[src/rtl/cory_pipe_buf.sv]
// D-entry valid/ready elastic buffer (flop circular buffer) with occupancy count.
// Optional synchronous flush when CORY_PIPE_BUF_FLUSH_EN is defined.
module cory_pipe_buf #(
  parameter int N     = 8,
  parameter int D     = 4,
  parameter int SPEED = 0,
  localparam int CW   = $clog2(D + 1),
  localparam int PW   = (D > 1) ? $clog2(D) : 1
) (
  input  logic          clk,
  input  logic          reset_n,
  input  logic          i_a_v,
  input  logic [N-1:0]  i_a_d,
  output logic          o_a_r,
  output logic          o_z_v,
  output logic [N-1:0]  o_z_d,
  input  logic          i_z_r,
`ifdef CORY_PIPE_BUF_FLUSH_EN
  input  logic          i_flush,
`endif
  output logic [CW-1:0] o_cnt
);

  if (N < 1 || D < 1) begin : g_bad_param
    $error("cory_pipe_buf: N and D must both be >= 1");
  end

  logic [N-1:0]  r_mem [D];
  logic [PW-1:0] r_wr_ptr;
  logic [PW-1:0] r_rd_ptr;
  logic [CW-1:0] r_cnt;

  logic w_flush;
  logic w_full;
  logic w_push;
  logic w_pop;

`ifdef CORY_PIPE_BUF_FLUSH_EN
  assign w_flush = i_flush;
`else
  assign w_flush = 1'b0;
`endif

  assign w_full = (r_cnt == CW'(D));
  assign o_z_v  = (r_cnt != '0);
  assign o_z_d  = r_mem[r_rd_ptr];
  assign o_cnt  = r_cnt;
  assign w_pop  = o_z_v & i_z_r;
  assign w_push = i_a_v & o_a_r;

  // SPEED=1 trades D=1 throughput for a ready with no path from i_z_r.
  if (SPEED != 0) begin : g_rdy_reg
    assign o_a_r = ~w_full & ~w_flush;
  end else begin : g_rdy_comb
    assign o_a_r = (~w_full | w_pop) & ~w_flush;
  end

  always_ff @(posedge clk or negedge reset_n) begin
    if (!reset_n) begin
      for (int i = 0; i < D; i++) r_mem[i] <= '0;
    end else if (w_push) begin
      r_mem[r_wr_ptr] <= i_a_d;
    end
  end

  always_ff @(posedge clk or negedge reset_n) begin
    if (!reset_n) begin
      r_wr_ptr <= '0;
      r_rd_ptr <= '0;
      r_cnt    <= '0;
    end else if (w_flush) begin
      // Flush wins over a same-cycle pop; storage is left as-is.
      r_wr_ptr <= '0;
      r_rd_ptr <= '0;
      r_cnt    <= '0;
    end else begin
      if (w_push) r_wr_ptr <= (r_wr_ptr == PW'(D - 1)) ? '0 : r_wr_ptr + PW'(1);
      if (w_pop)  r_rd_ptr <= (r_rd_ptr == PW'(D - 1)) ? '0 : r_rd_ptr + PW'(1);
      case ({w_push, w_pop})
        2'b10:   r_cnt <= r_cnt + CW'(1);
        2'b01:   r_cnt <= r_cnt - CW'(1);
        default: r_cnt <= r_cnt;
      endcase
    end
  end

endmodule

[config.mk]
export PLATFORM = sky130hd
export DESIGN_NAME = cory_pipe_buf
export DESIGN_NICKNAME = d
export VERILOG_FILES = /design/src/rtl/cory_pipe_buf.sv
export SDC_FILE = /design/constraint.sdc
export NUM_CORES = 1
export LEC_CHECK = 0
export CAP_MARGIN = 20
export CORE_AREA = 2 2 62 64
export CTS_CLUSTER_SIZE = 30
export DETAILED_ROUTE_END_ITERATION = 10
export DIE_AREA = 0 0 64 66
export GPL_TIMING_DRIVEN = 0
export MAX_ROUTING_LAYER = met4
export PLACE_DENSITY = 0.81
export SYNTH_ARGS = -nofsm -noshare
export SYNTH_HDL_FRONTEND = slang
export SYNTH_SLANG_ARGS = --single-unit
export TNS_END_PERCENT = 30
[constraint.sdc]
create_clock -name clk -period 3.6 [get_ports clk]
set_input_delay 0.72 -clock clk [delete_from_list [all_inputs] [get_ports clk]]
set_output_delay 0.72 -clock clk [all_outputs]
set_load 0.03 [all_outputs]
; ---- After elaboration in Yosys (flattened, before gate mapping)
; Cells that the tools add are included.
[word_totals]
register_bits = 39
input_bits = 12
out_inout_bits = 13
[classes]
add_sub_neg = 4
n_lt_le_gt_ge = 3
eq_ne = 5
mux = 9
bitwise_logic = 6
n_reduce_logical = 3
[ops]
columns = op, n
row1 = 32-bit bitwise mux, 1
row2 = 8-bit 2-to-1 mux, 3
row3 = 8-bit binary-select mux with 2-bit select, 1
row4 = 8-bit demux with 2-bit select, 1
row5 = 2-bit == test (second input constant), 3
row6 = 3-bit greater-or-equal comparator (second input constant), 2
row7 = 2-bit inverter with 3-bit output, 2
row8 = 3-bit one-hot mux with 2 select lines, 1
row9 = 2-bit by 1-bit adder with 2-bit output (second input constant), 2
row10 = 2-bit 2-to-1 mux, 2
row11 = 3-bit by 1-bit adder with 3-bit output (second input constant), 1
row12 = 3-bit == test (second input constant), 1
row13 = 3-bit by 1-bit < comparator with 1-bit output (second input constant), 1
row14 = 3-bit nonzero test, 1
row15 = 3-bit by 1-bit subtractor with 3-bit output (second input constant), 1
row16 = 1-bit bitwise AND, 2
row17 = 2-bit by 1-bit == test with 1-bit output (second input constant), 1
row18 = 2-bit nonzero test, 1
row19 = 1-bit logical AND, 1
row20 = 1-bit inverter, 1
row21 = 1-bit bitwise OR, 1

; ---- Logic depth before layout (Yosys ltp)
[logic_depth]
word_depth = 6
mapped_depth = 6

; ---- Worst setup path after synthesis
; Ideal clock, no wire load.
[synth_timing]
path_type = reg-to-reg
startpoint = register r_cnt[1] (netlist: o_cnt[1])
endpoint = register r_cnt[1] (netlist: o_cnt[1])
setup_ps = 87
t_arrival_ps = 2138
required_time_ps = 3513
setup_slack_ps = 1374
stages_incl_launch_ff = 7
path_buffers = 0
path_cell_list = dfrtp_1 > or3_1 > nand3b_1 > fa_1 > o21ba_2 > o211ai_1 > a22oi_1
[synth_via]
elab_chain_cells = 6
elab_cells_between_ends = 12
classes_between = add/sub (2) / eq/ne (3) / mux (1) / bitwise (4) / reduce/logical (2)
[synth_lines]
columns = element, line
row1 = start: declaration, 31  ; logic [CW-1:0] r_cnt;
row2 = start signal: assignment, 80  ; 2'b10: r_cnt <= r_cnt + CW'(1);
row3 = start signal: assignment, 81  ; 2'b01: r_cnt <= r_cnt - CW'(1);
row4 = start signal: assignment, 82  ; default: r_cnt <= r_cnt;
row5 = 3-bit nonzero test *, 45  ; assign o_z_v = (r_cnt != '0);
row6 = named net o_z_v, 15  ; output logic o_z_v,
row7 = 1-bit bitwise AND *, 48  ; assign w_pop = o_z_v & i_z_r;
row8 = 1-bit bitwise OR, 55  ; assign o_a_r = (~w_full | w_pop) & ~w_flush;
row9 = 1-bit bitwise AND, 49  ; assign w_push = i_a_v & o_a_r;
row10 = 2-bit by 1-bit == test with 1-bit output or 2-bit == test (tied branches), 79  ; case ({w_push, w_pop})
row11 = 3-bit one-hot mux with 2 select lines or 2-bit nonzero test (tied branches), -
; Mark *: on every way through the listed nets, which the timed path passes. The rest lies on a longest branch.
; A chain may end at the register's enable or synchronous reset.

; ---- Final worst setup path
[layout_timing]
startpoint = input port i_z_r
endpoint = output port o_a_r
[layout_via]
elab_chain_cells = 2
[layout_lines]
columns = element, line
row1 = start: declaration, 17  ; input logic i_z_r,
row2 = 1-bit bitwise AND, 48
row3 = 1-bit bitwise OR, 55
row4 = end: declaration, 14  ; output logic o_a_r,
; Every way passes these cells.

==> run summary <==
Outcome: finished clean
Vias: 1182
Int Pwr: 1.53 mW
CTS Hold Buffers Added: 0
Worst vdd ir: 504 uV
Synth area leaders: dfrtp_1 48%, mux2_4 23%, mux4_2 8.8%
Largest net degree at the start of global routing: 40
Clock-pin slew on the worst setup and hold paths: 0.13 ns
Sw Share: 37.4%
Synth Register Bits: 39
Hold Slack: 0.449 ns
Primary FF master, synth: dfrtp_1
Critical Path Fanout Max: 6
Ys Warns: 0
Antenna Cells: 0
Distinct cells, synth: 27
Synth top area share: 47.6%
Number of I/O port buffers: 24
Final Util: 67.6%
R2R Path End: o_cnt[1]
Worst reg2reg startpoint: o_cnt[1]
Max clock buf depth: 2
Flop pwr share: 33.5%
Relative slew slack: 43.6%
FFs w/ async S/R, synth: 100%
Post-synthesis sequential area ratio: 47.6%
CP required: 2.88 ns
Core ar.: 3550 sq um
Logic pwr share: 56.9%
First DRT Iteration DRCs: 96
Post CTS Setup Buffer Count: 0
Slew Limit Fails: 0
Cells after Synth: 131
CP startpoint kind: primary input
Mapped Avg Cell Area: 15.6 sq um
RSZ-0062 raised after global routing: false
Max-cap viol count: 0
Initial core utilization: 57.7%
Clock buffer count from CTS: 5
P&R area growth vs syn: 17.2%
Initial antenna violation count: 0
Worst hold path type: in2async
DR WL/cell: 18.1 um
DIE WIDTH: 64 um
P_leak: 1.05 nW
Post-synthesis cell area: 2050 sq um
Skew-Pair Late Insertion Delay: 0.36 ns
Placed wire-length estimate: 2630 um
Pwr/cell area: 1020 nW/um^2
Num rows: 22
CTS tree: done
First-pass GRT wire length: 6670 um
Clock power frac: 9.6%
Sw Pwr: 0.915 mW
DRC Markers: 0
Htree depth: 2
Synth top cells by count: 39 x dfrtp_1, 32 x mux2_4, 8 x mux4_2
Endpoints failing hold: 0
Fmax: 326 MHz
Worst-Margin Slew: 0.846 ns
Setup TNS: 0 ns
EDFF count, synth: 0
Antenna Nets Post-Route: 0
Share of post-route cells with drive strength above 1: 39.3%
Total GRT Usage: 21.8%
Post-cts repair resize count: 0
CTS Root Cell: clkbuf_4
Skew final: 0.0129 ns
Vias in the first global route: 1311
Critical path class: in2out
Worst reg-to-reg setup slack: 1.51 ns
Worst Setup End Kind: output pin
Crit share post-route: 85.1%
# setup viols final: 0
Final GP Congestion: 0.682
Grt total ovfl: 0
Vert. Die Dim: 66 um
Syn_nets: 149
Die area: 4220 sq um
First-pass DRT Iterations: 4
Critical Path AT: 2.34 ns
CTS sink cnt: 39
Io pins: 25
Drt total wl: 3820 um
Placed cells: 203
Cell with the most instances after synthesis: dfrtp_1
Final net count: 180
Tmin final: 3.06 ns
Vias per std cell: 5.60
Non-Filler Instances: 211
Worst r2r path cells: 6
Leading area contributor after synthesis: dfrtp_1
-- cells by family after synthesis --
| family | share of synthesized area [%] |
|---|---|
| flops | 47.6 |
| mux | 34.5 |
| compound gates | 2.63 |
| xor+xnor | 0.855 |
| buf+inv | 3.97 |
| fa+ha+maj | 4.03 |
| simple gates | 6.41 |
-- cell type report --
class / instances / area, sq um
sequential: 39 / 976
multi-input combinational: 79 / 991
buffer: 9 / 66.3
timing repair buffer: 24 / 235
tap: 48 / 60.1
inverter: 4 / 15.0
fill: 271 / 1150
clock buffer: 5 / 37.5
clock inverter: 3 / 20.0
-- layer usage --
| layer | wire length [um] | share of wire [%] | track usage (%) |
|---|---|---|---|
| met1 | 1650 | 43 | 27.1 |
| met2 | 1980 | 52 | 35.0 |
| met3 | 135 | 3.5 | 4.26 |
| met4 | 57 | 1.5 | 9.24 |
| met5 | 0 | 0 | - |
-- worst max-delay path, stage by stage --
cell	delay, ns
clkdlybuf4s50_1	0.41
or4b_1	0.45
buf_2	0.17
clkdlybuf4s50_1	0.59
-- registers in the layout, indices dropped and copies added (netlist names) --
signal,cells
r_mem,32
o_cnt,3
r_rd_ptr,2
r_wr_ptr,2
-- cells in the final DEF (no fill, tap or decap) --
master and count:
or4b_1 1, inv_1 4, mux2_2 4, buf_2 3
ha_1 5, clkinvlp_4 2, nand2b_1 1, o21ai_0 1
and3_4 4, buf_1 1, dfrtp_1 39, mux2_4 32
clkdlybuf4s50_1 23, nor2_1 5, nand3b_1 2, clkbuf_1 2
clkbuf_4 5, clkinv_2 1, o21ba_2 1, o211ai_1 2
nand3_1 2, and3_1 1, a22oi_1 1, o21bai_1 1
xor2_1 2, mux4_2 8, buf_6 4, o32ai_1 1
or3_1 2, nand2_1 2, fa_1 1
-- worst max path at each step --
| stage | startpoint | end | slack (ns) | depth (start not counted) |
|---|---|---|---|---|
| 6_report | i_z_r | o_a_r | 0.54 | 4 |
| 5_1_grt | i_z_r | o_a_r | 0.47 | 4 |
| 4_1_cts | i_z_r | o_a_r | 0.53 | 4 |
| 3_5_place_dp | i_z_r | o_a_r | 0.54 | 4 |
| 3_3_place_gp | i_z_r | o_a_r | 0.54 | 4 |
| 2_1_floorplan | o_cnt[1] | o_cnt[1] | 1.37 | 6 |
-- metrics by stage --
stage | total power, mW | setup slack [ns] | cell area (sq um)
2_1_floorplan | 1.81 | 1.37 | 2050
3_3_place_gp | 2.16 | 0.539 | 2350
3_5_place_dp | 2.23 | 0.537 | 2340
4_1_cts | 2.46 | 0.531 | 2400
5_1_grt | 2.59 | 0.470 | 2400
6_report | 2.44 | 0.537 | 2400
-- power by group through the flow --
stage,clock [mW],sequential [mW],combinational (mW)
floorplan,0,0.806,1.01
global placement,0,0.801,1.36
detailed placement,0,0.825,1.40
CTS,0.236,0.821,1.41
global route,0.257,0.853,1.48
finish,0.234,0.820,1.39
(Power assumes the default switching activity.)
